===== src/rtl/uart_receiver_if.sv =====
// Receive-byte handshake bundle between the UART receiver and its consumer.
// The receiver drives the byte and its valid flag, and the consumer answers
// with ready. A byte moves across when valid and ready are both 1 on a
// rising clock edge.
interface uart_receiver_if;
  logic [7:0] DataOut;
  logic       DataOutValid;
  logic       DataOutReady;

  modport master (
    output DataOut,
    output DataOutValid,
    input  DataOutReady
  );

  modport slave (
    input  DataOut,
    input  DataOutValid,
    output DataOutReady
  );
endinterface


===== src/rtl/uart_receiver.sv =====
// 8N1 UART receive path.
// SIn goes through a two-flop synchronizer. A five-state FSM then samples the
// start bit at mid-bit, takes the eight data bits LSB first, and checks the
// stop bit. A finished frame is handed to a single-entry output buffer one
// cycle after the stop-bit sample. That hand-off cycle is also where a
// framing error shows up as a one-cycle pulse.
module uart_receiver #(
  parameter int ClockFreq = 50_000_000,
  parameter int BaudRate  = 115_200
) (
  input  logic            Clock,
  input  logic            Reset,
  input  logic            SIn,
  uart_receiver_if.master rx,
  output logic            FramingError,
  output logic            Overrun
);

  localparam int SymbolEdgeTime = ClockFreq / BaudRate;
  localparam int SampleTime     = SymbolEdgeTime / 2;
  localparam int CNT_W          = (SymbolEdgeTime > 1) ? $clog2(SymbolEdgeTime) : 1;

  localparam logic [CNT_W-1:0] SAMPLE_LAST = CNT_W'(SampleTime - 1);
  localparam logic [CNT_W-1:0] SYMBOL_LAST = CNT_W'(SymbolEdgeTime - 1);

  typedef enum logic [2:0] {
    S_IDLE,
    S_START,
    S_DATA,
    S_STOP,
    S_BREAK
  } state_t;

  // Synchronizer flops, both idling high like the line itself
  logic             r_sync_p0;
  logic             r_sync_p1;
  logic             w_rx_s;

  // Frame FSM state
  state_t           r_state;
  state_t           w_state_nxt;
  logic [CNT_W-1:0] r_cnt;
  logic [CNT_W-1:0] w_cnt_nxt;
  logic [2:0]       r_idx;
  logic [2:0]       w_idx_nxt;
  logic [7:0]       r_shift;
  logic [7:0]       w_shift_nxt;
  logic             w_frame_ok;
  logic             w_frame_bad;

  // Stop-bit verdict, delayed one cycle before it reaches the buffer
  logic             r_vld_p1;
  logic             r_bad_p1;

  // Output buffer and status flags
  logic [7:0]       r_data;
  logic             r_valid;
  logic             r_ovr;
  logic             r_ferr;
  logic             w_pop;

  assign w_rx_s           = r_sync_p1;
  assign w_pop            = r_valid & rx.DataOutReady;
  assign rx.DataOut       = r_data;
  assign rx.DataOutValid  = r_valid;
  assign FramingError     = r_ferr;
  assign Overrun          = r_ovr;

  // --- stage p0/p1: bring the asynchronous serial line into the clock domain
  always_ff @(posedge Clock or posedge Reset) begin
    if (Reset) begin
      r_sync_p0 <= 1'b1;
      r_sync_p1 <= 1'b1;
    end else begin
      r_sync_p0 <= SIn;
      r_sync_p1 <= r_sync_p0;
    end
  end

  // Frame FSM registers: state, bit-time counter, bit index, shift register
  always_ff @(posedge Clock or posedge Reset) begin
    if (Reset) begin
      r_state <= S_IDLE;
      r_cnt   <= '0;
      r_idx   <= '0;
      r_shift <= '0;
    end else begin
      r_state <= w_state_nxt;
      r_cnt   <= w_cnt_nxt;
      r_idx   <= w_idx_nxt;
      r_shift <= w_shift_nxt;
    end
  end

  // Frame FSM next state: mid-bit sampling of start, data and stop bits
  always_comb begin
    w_state_nxt = r_state;
    w_cnt_nxt   = r_cnt;
    w_idx_nxt   = r_idx;
    w_shift_nxt = r_shift;
    w_frame_ok  = 1'b0;
    w_frame_bad = 1'b0;

    unique case (r_state)
      S_IDLE: begin
        if (!w_rx_s) begin
          w_state_nxt = S_START;
          w_cnt_nxt   = '0;
        end
      end

      S_START: begin
        // Half a bit in, we are at the middle of the start bit. A line that
        // is already high again is treated as noise.
        if (r_cnt == SAMPLE_LAST) begin
          w_cnt_nxt = '0;
          w_idx_nxt = '0;
          if (w_rx_s) begin
            w_state_nxt = S_IDLE;
          end else begin
            w_state_nxt = S_DATA;
          end
        end else begin
          w_cnt_nxt = r_cnt + 1'b1;
        end
      end

      S_DATA: begin
        // From here on, every full bit time lands at the middle of the next bit
        if (r_cnt == SYMBOL_LAST) begin
          w_cnt_nxt          = '0;
          w_shift_nxt[r_idx] = w_rx_s;
          if (r_idx == 3'd7) begin
            w_state_nxt = S_STOP;
          end else begin
            w_idx_nxt = r_idx + 3'd1;
          end
        end else begin
          w_cnt_nxt = r_cnt + 1'b1;
        end
      end

      S_STOP: begin
        // Go back to IDLE right at mid-stop so the next start bit is never missed
        if (r_cnt == SYMBOL_LAST) begin
          w_cnt_nxt = '0;
          if (w_rx_s) begin
            w_frame_ok  = 1'b1;
            w_state_nxt = S_IDLE;
          end else begin
            w_frame_bad = 1'b1;
            w_state_nxt = S_BREAK;
          end
        end else begin
          w_cnt_nxt = r_cnt + 1'b1;
        end
      end

      S_BREAK: begin
        // A line held low must go back to idle-high before a new frame can start
        if (w_rx_s) begin
          w_state_nxt = S_IDLE;
        end
      end

      default: begin
        w_state_nxt = S_IDLE;
        w_cnt_nxt   = '0;
        w_idx_nxt   = '0;
      end
    endcase
  end

  // --- stage p1: register the stop-bit verdict before the buffer acts on it
  always_ff @(posedge Clock or posedge Reset) begin
    if (Reset) begin
      r_vld_p1 <= 1'b0;
      r_bad_p1 <= 1'b0;
    end else begin
      r_vld_p1 <= w_frame_ok;
      r_bad_p1 <= w_frame_bad;
    end
  end

  // Single-entry output buffer with sticky overrun and one-cycle framing pulse.
  // r_shift is still intact here because the FSM cannot be back in DATA yet.
  always_ff @(posedge Clock or posedge Reset) begin
    if (Reset) begin
      r_data  <= 8'h00;
      r_valid <= 1'b0;
      r_ovr   <= 1'b0;
      r_ferr  <= 1'b0;
    end else begin
      r_ferr <= r_bad_p1;

      if (r_vld_p1 && (!r_valid || w_pop)) begin
        r_data  <= r_shift;
        r_valid <= 1'b1;
      end else if (w_pop) begin
        r_valid <= 1'b0;
      end

      if (r_vld_p1 && r_valid && !w_pop) begin
        r_ovr <= 1'b1;
      end else if (w_pop) begin
        r_ovr <= 1'b0;
      end
    end
  end

endmodule


===== src/flat_wrapper.sv =====
// flat-port wrapper written by rule: the top's interface ports become plain ports
module uart_receiver_flat 
#(
  parameter int ClockFreq = 50_000_000,
  parameter int BaudRate  = 115_200
)
  (Clock, Reset, SIn, FramingError, Overrun, rx_DataOut, rx_DataOutValid, rx_DataOutReady);
  uart_receiver_if rx_i ();
  input  logic Clock;
  input  logic Reset;
  input  logic SIn;
  output logic FramingError;
  output logic Overrun;
  output wire logic [$bits(rx_i.DataOut)-1:0] rx_DataOut;
  output wire logic [$bits(rx_i.DataOutValid)-1:0] rx_DataOutValid;
  input wire logic [$bits(rx_i.DataOutReady)-1:0] rx_DataOutReady;
  assign rx_DataOut = rx_i.DataOut;
  assign rx_DataOutValid = rx_i.DataOutValid;
  assign rx_i.DataOutReady = rx_DataOutReady;
  uart_receiver #(.ClockFreq(ClockFreq), .BaudRate(BaudRate)) u_core (.Clock(Clock), .Reset(Reset), .SIn(SIn), .rx(rx_i), .FramingError(FramingError), .Overrun(Overrun));
endmodule

===== config.mk =====
export PLATFORM = sky130hd
export DESIGN_NAME = uart_receiver_flat
export DESIGN_NICKNAME = d
export VERILOG_FILES = /design/src/rtl/uart_receiver_if.sv /design/src/rtl/uart_receiver.sv /design/src/flat_wrapper.sv
export SDC_FILE = /design/constraint.sdc
export NUM_CORES = 1
export LEC_CHECK = 0
export ABC_AREA = 0
export BUFFER_PORTS_ARGS = -buffer_cell sky130_fd_sc_hd__buf_4
export CAP_MARGIN = 30
export CORE_ASPECT_RATIO = 1.1
export CORE_MARGIN = 4
export CORE_UTILIZATION = 58
export DETAILED_ROUTE_END_ITERATION = 12
export PLACE_DENSITY = 0.78
export SLEW_MARGIN = 0
export SYNTH_ARGS = -nofsm -noshare
export SYNTH_HDL_FRONTEND = slang
export SYNTH_SLANG_ARGS = --single-unit

===== constraint.sdc =====
create_clock -name Clock -period 2.3 [get_ports Clock]
set_clock_uncertainty 0.15 [all_clocks]
set_input_delay 0.46 -clock Clock [delete_from_list [all_inputs] [get_ports Clock]]
set_output_delay 0.46 -clock Clock [all_outputs]
set_load 0.005 [all_outputs]

# [After elaboration in Yosys (flattened, before gate mapping)]
# Index checks and enable logic that the tools add are counted.
[op_classes] shifts=0 magnitude_cmp=2 mul=0 eq_ne=14 div_mod_pow=0 addsub=2 reduce_logical=16 mux=29 bitwise=3
[op_table] cell="one-hot mux 9 bit (4 select lines)" count=1
[op_table] cell="2-to-1 mux 3 bit" count=10
[op_table] cell="2-to-1 mux 9 bit" count=3
[op_table] cell="one-hot mux 3 bit (5 select lines)" count=1
[op_table] cell="2-to-1 mux 1 bit" count=10
[op_table] cell="inequality test 2 x 1 -> 1 bit (second input constant)" count=5
[op_table] cell="adder 9 x 1 -> 9 bit (second input constant)" count=1
[op_table] cell="equality test 9 x 8 -> 1 bit (second input constant)" count=1
[op_table] cell="equality test 9 bit (second input constant)" count=1
[op_table] cell="one-hot mux 3 bit (3 select lines)" count=1
[op_table] cell="bitwise mux 8 bit" count=1
[op_table] cell="equality test 3 x 2 -> 1 bit (second input constant)" count=2
[op_table] cell="equality test 3 bit (second input constant)" count=2
[op_table] cell="AND reduction 6 bit" count=1
[op_table] cell="logical AND 1 bit" count=4
[op_table] cell="less-than comparator 3 x 4 -> 1 bit (second input constant)" count=1
[op_table] cell="inequality test 2 bit (second input constant)" count=2
[op_table] cell="AND reduction 2 bit" count=2
[op_table] cell="AND reduction 4 bit" count=1
[op_table] cell="nonzero test 2 bit" count=2
[op_table] cell="adder 3 x 1 -> 3 bit (second input constant)" count=1
[op_table] cell="demux 1 bit (select 3 bit)" count=1
[op_table] cell="equality test 3 x 1 -> 1 bit (second input constant)" count=1
[op_table] cell="greater-or-equal comparator 3 x 1 -> 1 bit (second input constant)" count=1
[op_table] cell="other kinds (8)" count=10
[totals] output_inout_bits=11 n_memories=0 mem_bits_rw=0 in_bits=4 wordCells=78 latch_bits=0 mem_bits_ro=0 ff_bits=38

# [Longest topological paths before layout]
# Gate-level depths: netlist of the first run.
[depth] word_depth=5 mapped_depth=6 mapped_depth_nobuf=6

# [Worst setup path after synthesis of the first run]
# OpenSTA, ideal clock, no wires.
[synth_path] kind="register to register" start="register u_core.r_cnt[2]" end="register u_core.r_shift[1]" required_time_ns=2.022 slack_ns=0.488 n_path_buf=0 period_less_slack_ns=1.812 stages_incl_launch_ff=5 setup_ns=0.128 arrival_time_ns=1.535 cell_sequence="dfrtp_1 > nor4b_4 > nand4_1 > nor3_1 > mux2_1"
[synth_between] elab_chain_len=2
[synth_lines] element="start, declared" line_no="uart_receiver.sv:42" source="logic [CNT_W-1:0] r_cnt;"
[synth_lines] element="start signal, assigned" line_no="uart_receiver.sv:89" source="r_cnt <= w_cnt_nxt;"
[synth_lines] element="equality test 9 bit" line_no="uart_receiver.sv:130" source="if (r_cnt == SYMBOL_LAST) begin"
[synth_lines] element="AND reduction 2 bit (no source line)"
[synth_lines] element="end signal, assigned" line_no="uart_receiver.sv:91" source="r_shift <= w_shift_nxt;"
[synth_lines] element="end, declared" line_no="uart_receiver.sv:46" source="logic [7:0] r_shift;"
# No other way between the ends.
# A chain may end at the register's enable or synchronous reset.

# [Worst setup path in the final report of the first run]
[layout_path] start="register u_core.r_cnt[1]" end="register u_core.r_shift[5]"
# Same word-level chain as after synthesis.

==> flow_metrics.env, run 1 <==
export IMPL_status="finished clean"
export IMPL_cp_required_ns=2.39
export IMPL_overflow=0
export IMPL_die_area_um2=4170
export IMPL_dr_wl_met2_um=1840
export IMPL_power_density_nw_per_um2=609
export IMPL_nFillCells=237
export IMPL_drc=0
export IMPL_met1_length_um=1380
export IMPL_multi_input_area_um2=861
export IMPL_grt_pass1_wl_um=5860
export IMPL_ys_async_sr_fraction_pct=100
export IMPL_synthFlopType="dfrtp_1"
export IMPL_final_setup_viol_count=0
export IMPL_port_buffers=14
export IMPL_p_int_mw=1.05
export IMPL_grt_max_degree=39
export IMPL_ir_worst_vdd_mv=0.424
export IMPL_grt_pass1_vias=1245
export IMPL_swShare_pct=18.7
export IMPL_clkSlewWorstSetupHoldPaths_ns=0.11
export IMPL_cts_root_buf="clkbuf_4"
export IMPL_ctsHoldBuffers=0
export IMPL_avgSynthCellArea_um2=11.3
export IMPL_synth_nets=173
export IMPL_critPathMaxFanout=5
export IMPL_detail_route_wl_per_cell_um=15.8
export IMPL_syn_cell_area_um2=1860
export IMPL_htree_levels=2
export IMPL_diodes=0
export IMPL_finalCritPeriodShare_pct=90.5
export IMPL_die_w_um=61.9
export IMPL_via_count=1322
export IMPL_routed_wl_um=3440
export IMPL_first_pass_iters=4
export IMPL_die_h_um=67.3
export IMPL_timing_fmax_ghz=0.480
export IMPL_cts_buffer_depth=2
export IMPL_antenna_found_initial=0
export IMPL_via_per_inst=6.06
export IMPL_slew_headroom_pct=69.1
export IMPL_wl_met3_um=152
export IMPL_syn_to_final_growth_pct=13.7
export IMPL_cap_violations=0
export IMPL_numClockSinks=38
export IMPL_synth_warnings=0
export IMPL_syn_inst=164
export IMPL_rsz0062_at_grt="false"
export IMPL_cts_setup_buffers=0
export IMPL_synth_cell_types=46
export IMPL_yosysSeqAreaShare_pct=51.3
export IMPL_track_usage_pct=19.6
export IMPL_fin_crit_ns=2.08
export IMPL_start_util_pct=60.9
export IMPL_nets=192
export IMPL_drive_above_1_share_pct=27.2
export IMPL_pwr_share_comb_pct=1.6
export IMPL_postRouteAntennaNets=0
export IMPL_crit_type="reg -> reg"
export IMPL_num_io_pins=15
export IMPL_arrival_ns=2.17
export IMPL_min_path_type="in -> async"
export IMPL_hpwl_um=2490
export IMPL_synth_area_top_cells="dfrtp_1, mux2_2, nand2_1, ha_1, mux2_4"
export IMPL_tns_ns=0
export IMPL_synth_edff_count=0
export IMPL_numCtsBuffers=5
export IMPL_power_frac_clock_pct=45.9
export IMPL_worstMarginPinSlew_ns=0.464
export IMPL_start_kind="flip-flop"
export IMPL_cts_tree="yes"
export IMPL_std_cell_rows=21
export IMPL_ctsResizeCount=0
export IMPL_fin_util_pct=69.3
export IMPL_place_congestion=0.921
export IMPL_p_seq_share_pct=52.5
export IMPL_drt_iter0_drc=56
export IMPL_synth_seq_cells=38
export IMPL_maxSlewViolCount=0
export IMPL_regArea_um2=953
export IMPL_yosysTopAreaCell="dfrtp_1"
export IMPL_hold_viol_final=0
export IMPL_design_core_area_um2=3050
export IMPL_crit_path_end_kind="flip-flop"
export IMPL_route_top_layer_used="met4"
export IMPL_switchingPower_mw=0.240
export IMPL_p_leak_nw=0.959
export IMPL_clkLatencyLatePin_ns=0.35
export IMPL_synth_top_area_share_pct=48.5
==> flip-flops by register name (all words and copies together), names as in the netlist <==
| signal | flops |
|---|---|
| u_core.Overrun | 1 |
| u_core.r_idx | 3 |
| u_core.FramingError | 1 |
| u_core.r_state | 3 |
| u_core.r_vld_p1 | 1 |
| u_core.rx.DataOut | 8 |
| u_core.r_bad_p1 | 1 |
| u_core.r_sync_p1 | 1 |
| u_core.r_shift | 8 |
| u_core.rx.DataOutValid | 1 |
| u_core.r_sync_p0 | 1 |
| u_core.r_cnt | 9 |
==> cells in the mapped netlist, types with 2 or more instances <==
cell type / number
mux2_2: 8
and2_1: 2
inv_1: 8
nand3_1: 2
o31ai_1: 3
nand2_1: 17
mux2_4: 4
a211oi_1: 2
nor3_1: 8
nor2_1: 5
ha_1: 5
and4_1: 2
dfstp_2: 2
nand2b_1: 4
dfrtp_1: 36
a21oi_1: 7
o21ai_0: 8
nand3_2: 4
mux2_1: 3
o21ai_1: 3
o211ai_1: 4
mux2i_1: 3
==> logic make-up after synthesis <==
family,share of synthesized area [%]
adder cells (fa/ha/maj),3.37
buffers and inverters,2.29
multiplexers,11.5
AND/OR/NAND/NOR,19.1
flip-flops,51.3
AO/OA/AOI/OAI,12.3
==> worst max-delay path, stage by stage (launching register included) <==
cell	delay, ns
dfrtp_1	0.43
inv_1	0.10
ha_1	0.15
and4_1	0.29
nand4_1	0.22
nor3_1	0.28
mux2_1	0.35
==> layout by cell type (no fill, tap or decap), types with 2 or more instances in the layout <==
| cell type | Yosys | final |
|---|---|---|
| dfrtp_1 | 36 | 36 |
| nand2_1 | 17 | 17 |
| buf_4 | 0 | 15 |
| inv_1 | 8 | 8 |
| nor3_1 | 8 | 8 |
| o21ai_0 | 8 | 8 |
| mux2_2 | 8 | 8 |
| a21oi_1 | 7 | 7 |
| nor2_1 | 5 | 5 |
| ha_1 | 5 | 5 |
| clkbuf_4 | 0 | 5 |
| nand2b_1 | 4 | 4 |
| nand3_2 | 4 | 4 |
| mux2_4 | 4 | 4 |
| o211ai_1 | 4 | 4 |
| mux2i_1 | 3 | 3 |
| mux2_1 | 3 | 3 |
| o21ai_1 | 3 | 3 |
| o31ai_1 | 3 | 3 |
| and4_1 | 2 | 2 |
| nand3_1 | 2 | 2 |
| and2_1 | 2 | 2 |
| a211oi_1 | 2 | 2 |
| bufinv_16 | 0 | 2 |
| dfstp_2 | 2 | 2 |
==> final timing paths <==
check,start,endpoint,slack [ns],cells after the start
max in group asynchronous,Reset,u_core.r_sync_p1,1.60,3
worst max register to register,u_core.r_cnt[1],u_core.r_shift[5],0.22,6
worst max-delay path,u_core.r_cnt[1],u_core.r_shift[5],0.22,6
worst min register to register,u_core.r_sync_p0,u_core.r_sync_p1,0.22,0
min in group Clock,SIn,u_core.r_sync_p0,0.06,1
worst min-delay path,Reset,u_core.r_cnt[3],0.06,3
==> power groups by stage <==
stage                     logic (mW)  registers, mW  clock network, mW
after global routing          0.0245          0.676              0.640
final                         0.0208          0.675              0.590
after detailed placement      0.0216          0.687                  0
after floorplan               0.0146          0.685                  0
after CTS                     0.0217          0.675              0.604
after global placement        0.0214          0.687                  0
==> area by class of cell <==
type	instances	share of cell area [%]
clock inverters	2	2.85
repair buffers	15	5.33
multi-input cells	115	40.8
well taps	34	2.02
clock buffers	6	2.43
flip-flops and latches	38	45.2
inverters	8	1.42
==> through the flow <==
step	instances	hold slack, ns	setup slack [ns]	power, mW	area, µm²
5_1_grt	218	0.0243	0.0724	1.34	2110
3_5_place_dp	210	0.199	0.231	0.709	2000
3_3_place_gp	210	0.187	0.402	0.709	2000
2_1_floorplan	164	0.181	0.488	0.699	1860
6_report	218	0.0570	0.218	1.29	2110
4_1_cts	218	0.0430	0.219	1.30	2110
==> layer usage <==
metal  global-route usage [%]  vias to the layer above
met5                        0                        -
met4                     9.02                        0
met3                     5.74                        8
met2                     32.6                       37
met1                     22.6                      648
li1                         -                      629
Power figures use the tool's default switching activity.
==> run 2, diff against run 1 <==
CORE_ASPECT_RATIO = 1.4   (was 1.1)
CORE_UTILIZATION = 59   (was 58)
PLACE_DENSITY = 0.79   (was 0.78)
clock period = 2.7 ns   (was 2.3 ns; I/O delays follow)
==> run 2 against run 1 <==
  * Fmax rose by 2.6%
  * Wire length increased by 1.5%
  * Die area is 1.2% lower
  * Clock-buffer cell count unchanged
  * Worst setup slack gained 0.45 ns
  * Hold slack better by 0.14 ns
  * Flip-flop and latch count unchanged
  * Cell count grew 1.4%
  * Final area grew 1.7%
  * Critical endpoint is now u_core.r_shift[3]
  * Largest cell class unchanged
==> flow_metrics.env, run 2 (synthesis results as in run 1) <==
export IMPL_status="finished clean"
export IMPL_switchingPower_mw=0.213
export IMPL_clkSlewWorstSetupHoldPaths_ns=0.07
export IMPL_clkLatencyLatePin_ns=0.29
export IMPL_die_w_um=55.4
export IMPL_numClockSinks=38
export IMPL_cts_buffer_depth=2
export IMPL_num_io_pins=15
export IMPL_drc=0
export IMPL_crit_path_end_kind="flip-flop"
export IMPL_cts_setup_buffers=0
export IMPL_diodes=0
export IMPL_grt_pass1_wl_um=6270
export IMPL_whs_path_depth=1
export IMPL_std_cell_rows=23
export IMPL_cp_required_ns=2.73
export IMPL_p_seq_share_pct=48.6
export IMPL_fin_crit_ns=2.03
export IMPL_start_kind="flip-flop"
export IMPL_finalCritPeriodShare_pct=75.2
export IMPL_ctsResizeCount=0
export IMPL_critPathMaxFanout=7
export IMPL_worstMarginPinSlew_ns=0.467
export IMPL_postLayoutCellArea_um2=2150
export IMPL_layout_commonest_cell="dfrtp_1"
export IMPL_placed_area_um2=2000
export IMPL_syn_to_final_growth_pct=15.6
export IMPL_antenna_found_initial=0
export IMPL_p_int_mw=0.971
export IMPL_path_buf_inv=0
export IMPL_track_usage_pct=19.6
export IMPL_cts_tree="yes"
export IMPL_htree_levels=2
export IMPL_overflow=0
export IMPL_numCtsBuffers=5
export IMPL_die_area_um2=4120
export IMPL_tns_ns=0
export IMPL_hold_viol_final=0
export IMPL_arrival_ns=2.06
export IMPL_detail_route_wl_per_cell_um=15.8
export IMPL_fin_util_pct=73.1
export IMPL_largest_reg_flops=9
export IMPL_worstRegToRegCells=4
export IMPL_place_congestion=0.885
export IMPL_port_buffers=14
export IMPL_power_density_nw_per_um2=551
export IMPL_slew_headroom_pct=68.9
export IMPL_via_count=1320
export IMPL_cp_slowest_cell="dfrtp_1"
export IMPL_crit_family="simple AND/OR/NAND/NOR gates"
export IMPL_die_h_um=74.4
export IMPL_postRouteAntennaNets=0
export IMPL_crit_type="reg -> reg"
export IMPL_final_cell_mix="dfrtp_1, nand2_1, buf_4"
export IMPL_design_core_area_um2=2940
export IMPL_final_setup_viol_count=0
export IMPL_swShare_pct=18.0
export IMPL_regMostFlops="u_core.r_cnt"
export IMPL_min_from="SIn"
export IMPL_drive_above_1_share_pct=27.2
export IMPL_timing_fmax_ghz=0.493
export IMPL_via_per_inst=5.97
export IMPL_crit_chain="nor4b_4 -> nand4_1 -> nor3_1 -> mux2_1"
export IMPL_pwr_share_comb_pct=1.5
export IMPL_ir_worst_vdd_mv=0.476
export IMPL_hpwl_um=2630
export IMPL_routed_wl_um=3490
export IMPL_grt_max_degree=39
export IMPL_first_pass_iters=4
export IMPL_start_util_pct=63.3
export IMPL_grt_pass1_vias=1462
export IMPL_max_stage_delay_ns=0.48
export IMPL_maxSlewViolCount=0
export IMPL_cap_violations=0
export IMPL_nets=192
export IMPL_drt_iter0_drc=42
export IMPL_finalPower_mw=1.18
export IMPL_rsz0062_at_grt="false"
export IMPL_rr_startpoint="u_core.r_cnt[2]"
export IMPL_worstHoldEndpoint="u_core.r_sync_p0"
export IMPL_r2r_end="u_core.r_shift[3]"
export IMPL_r2r_slack_ns=0.67
export IMPL_ctsHoldBuffers=0
export IMPL_min_path_type="in -> reg"
export IMPL_power_frac_clock_pct=49.9
export IMPL_cts_root_buf="clkbuf_8"
export IMPL_p_leak_nw=0.972
-- run 2: worst register-to-register path, stage by stage (launching register included) --
cell	delay (ns)
dfrtp_1	0.48
nor4b_4	0.42
nand4_1	0.27
nor3_1	0.26
mux2_1	0.34
-- run 2: how the worst max path moves through the flow --
stage / startpoint / endpoint / slack [ns] / depth (start not counted)
2_1_floorplan: u_core.r_cnt[2] / u_core.r_shift[1] / 0.89 / 4
3_3_place_gp: u_core.r_idx[1] / u_core.r_idx[1] / 0.81 / 6
3_5_place_dp: u_core.r_cnt[2] / u_core.r_shift[3] / 0.68 / 4
4_1_cts: u_core.r_cnt[2] / u_core.r_shift[3] / 0.66 / 4
5_1_grt: u_core.r_cnt[2] / u_core.r_shift[1] / 0.54 / 4
6_report: u_core.r_cnt[2] / u_core.r_shift[3] / 0.67 / 4
-- run 2: through the flow --
| step | std cells | hold slack, ns | worst slack (ns) |
|---|---|---|---|
| floorplan | 164 | 0.181 | 0.888 |
| global placement | 213 | 0.182 | 0.806 |
| detailed placement | 213 | 0.187 | 0.676 |
| CTS | 221 | 0.192 | 0.659 |
| global route | 221 | 0.196 | 0.536 |
| finish | 221 | 0.201 | 0.670 |
-- run 2: cell type report --
cell class                 instances  area (µm²)
sequential                        38         953
timing repair buffer              15         113
fill                             213         790
multi-input combinational        115         861
inverter                           8        30.0
tap                               37        46.3
clock buffer                       6        82.6
clock inverter                     2        60.1
-- run 2: power groups by stage --
stage          logic, mW  registers (mW)  clock network, mW
2_1_floorplan     0.0124           0.583                  0
3_3_place_gp      0.0180           0.585                  0
3_5_place_dp      0.0188           0.586                  0
4_1_cts           0.0190           0.575              0.603
5_1_grt           0.0211           0.575              0.631
6_report          0.0180           0.575              0.591
-- run 2: layer usage --
layer / routed length (µm) / global-route usage [%] / up-vias
met3: 131 / 5.21 / 12
met2: 1930 / 37.1 / 30
met4: 121 / 12.4 / 0
met1: 1310 / 18.8 / 650
li1: - / - / 628
met5: 0 / 0 / -
==> run 3, diff against run 2 <==
CORE_UTILIZATION = 58   (was 59)
PLACE_DENSITY = 0.78   (was 0.79)
clock period = 2.1 ns   (was 2.7 ns; I/O delays follow)
==> run 3 against run 2 <==
  * Wire length increased by 6.0%
  * Via count rose by 2.0%
  * Die area increased by 1.5%
  * Clock power decreased by 14%
  * Total power increased by 7.5%
  * Global-route usage increased by 0.30 points
  * Hold slack worse by 0.11 ns
  * Register-to-register slack got worse by 0.57 ns
  * Worst setup slack worse by 0.57 ns
  * Cell count is 1.8% higher
  * Critical path depth rose by 3
  * Critical path type unchanged
==> flow_metrics.env, run 3 (synthesis results as in run 1) <==
export IMPL_crit_chain="inv_1 -> ha_1 -> and4_1 -> nand4_1 -> buf_4 -> nor3_1 -> mux2_1"
export IMPL_slew_headroom_pct=67.6
export IMPL_drive_above_1_share_pct=28.5
export IMPL_min_path_type="in -> reg"
export IMPL_ir_worst_vdd_mv=0.608
export IMPL_die_w_um=55.8
export IMPL_place_congestion=0.872
export IMPL_worstMarginPinSlew_ns=0.486
export IMPL_grt_max_degree=39
export IMPL_regArea_um2=953
export IMPL_fin_crit_ns=2.00
export IMPL_crit_type="reg -> reg"
export IMPL_std_cell_rows=24
export IMPL_max_stage_delay_ns=0.42
export IMPL_first_pass_iters=4
export IMPL_clkLatencyLatePin_ns=0.29
export IMPL_design_core_area_um2=3090
export IMPL_switchingPower_mw=0.266
export IMPL_cap_violations=0
export IMPL_clkSlewWorstSetupHoldPaths_ns=0.07
export IMPL_maxSlewViolCount=0
export IMPL_detail_route_wl_per_cell_um=16.5
export IMPL_overflow=0
export IMPL_multi_input_area_um2=877
export IMPL_antenna_found_initial=0
export IMPL_arrival_ns=2.03
export IMPL_nets=194
export IMPL_timing_fmax_ghz=0.499
export IMPL_start_util_pct=60.0
export IMPL_via_per_inst=5.98
export IMPL_rsz0062_at_grt="false"
export IMPL_postRouteAntennaNets=0
export IMPL_numClockSinks=38
export IMPL_largest_reg_flops=9
export IMPL_crit_path_end_kind="flip-flop"
export IMPL_critPathMaxFanout=5
export IMPL_grt_pass1_wl_um=6200
export IMPL_regMostFlops="u_core.r_cnt"
export IMPL_p_leak_nw=0.963
export IMPL_diodes=0
export IMPL_drc=0
export IMPL_layout_commonest_cell="dfrtp_1"
export IMPL_hpwl_um=2760
export IMPL_power_density_nw_per_um2=598
export IMPL_via_count=1346
export IMPL_die_h_um=74.9
export IMPL_cp_required_ns=2.12
export IMPL_swShare_pct=20.9
export IMPL_finalCritPeriodShare_pct=95.3
export IMPL_hold_viol_final=0
export IMPL_tns_ns=0
export IMPL_pwr_share_comb_pct=1.8
export IMPL_nFillCells=236
export IMPL_cp_slowest_cell="dfrtp_1"
export IMPL_drt_iter0_drc=42
export IMPL_syn_to_final_growth_pct=14.6
export IMPL_die_area_um2=4180
export IMPL_status="finished clean"
export IMPL_grt_pass1_vias=1413
export IMPL_htree_levels=2
export IMPL_p_int_mw=1.01
export IMPL_port_buffers=14
export IMPL_routed_wl_um=3700
export IMPL_num_io_pins=15
export IMPL_final_cell_mix="dfrtp_1, nand2_1, buf_4"
export IMPL_track_usage_pct=19.9
export IMPL_numCtsBuffers=5
export IMPL_p_seq_share_pct=58.1
export IMPL_start_kind="flip-flop"
export IMPL_power_frac_clock_pct=40.1
export IMPL_final_setup_viol_count=0
export IMPL_cts_buffer_depth=2
export IMPL_cts_tree="yes"
export IMPL_cts_root_buf="clkbuf_8"
export IMPL_fin_util_pct=68.8
[run 3: changes by cell type in the layout (fill, tap and decap cells not counted), sizes merged]
cell    previous run  this run
buf               15        17
bufinv             2         0
clkbuf             6         7
clkinv             0         1
[run 3: layer usage]
layer | wire length (µm) | GRT usage, % | up-vias
li1 | - | - | 636
met1 | 1370 | 17.6 | 667
met2 | 2080 | 40.0 | 27
met3 | 124 | 5.15 | 16
met4 | 127 | 12.1 | 0
met5 | 0 | 0 | -
[run 3: through the flow]
stage,hold slack [ns],area [µm²],std cells,setup slack (ns),power (mW)
after global routing,0.0729,2130,225,0.00210,1.32
final,0.0859,2130,225,0.0977,1.27
after floorplan,0.181,1860,164,0.288,0.766
after global placement,0.187,2010,216,0.221,0.776
after detailed placement,0.200,2010,216,0.0625,0.777
after CTS,0.0752,2100,224,0.0640,1.29
[run 3: layout make-up]
| class | instances | area share (%) |
|---|---|---|
| tap | 39 | 2.29 |
| multi-input combinational | 115 | 41.2 |
| clock buffer | 7 | 4.06 |
| timing repair buffer | 17 | 6.00 |
| clock inverter | 1 | 0.235 |
| inverter | 8 | 1.41 |
| sequential | 38 | 44.8 |
[run 3: path summary, 6_finish.rpt]
| path | slack [ns] | end | from | depth (start not counted) |
|---|---|---|---|---|
| min in group asynchronous | 0.10 | u_core.r_cnt[1] | Reset | 3 |
| worst min-delay path | 0.09 | u_core.r_sync_p0 | SIn | 1 |
| worst max-delay path | 0.1 | u_core.r_shift[3] | u_core.r_cnt[1] | 7 |
| worst max register to register | 0.1 | u_core.r_shift[3] | u_core.r_cnt[1] | 7 |
| worst min register to register | 0.21 | u_core.r_sync_p1 | u_core.r_sync_p0 | 0 |
| max in group asynchronous | 1.36 | u_core.r_sync_p1 | Reset | 3 |
[run 3: repair_timing]
item                                    4_1_cts  5_1_grt
hold buffers                                  0        0
resized for setup                             0        3
setup buffers                                 0        1
endpoints found under the setup margin        0        6
[run 3: power groups by stage]
stage | logic (mW) | registers [mW] | clock network (mW)
2_1_floorplan | 0.0160 | 0.750 | 0
3_3_place_gp | 0.0232 | 0.753 | 0
3_5_place_dp | 0.0243 | 0.753 | 0
4_1_cts | 0.0244 | 0.739 | 0.524
5_1_grt | 0.0271 | 0.739 | 0.558
6_report | 0.0233 | 0.739 | 0.510
[run 3: critical path: cells and delay by family (launching register included)]
| kind | cells | cell delay, ns |
|---|---|---|
| mux | 1 | 0.34 |
| simple gates | 3 | 0.58 |
| flops | 1 | 0.42 |
| buf+inv | 2 | 0.27 |
| fa+ha+maj | 1 | 0.14 |
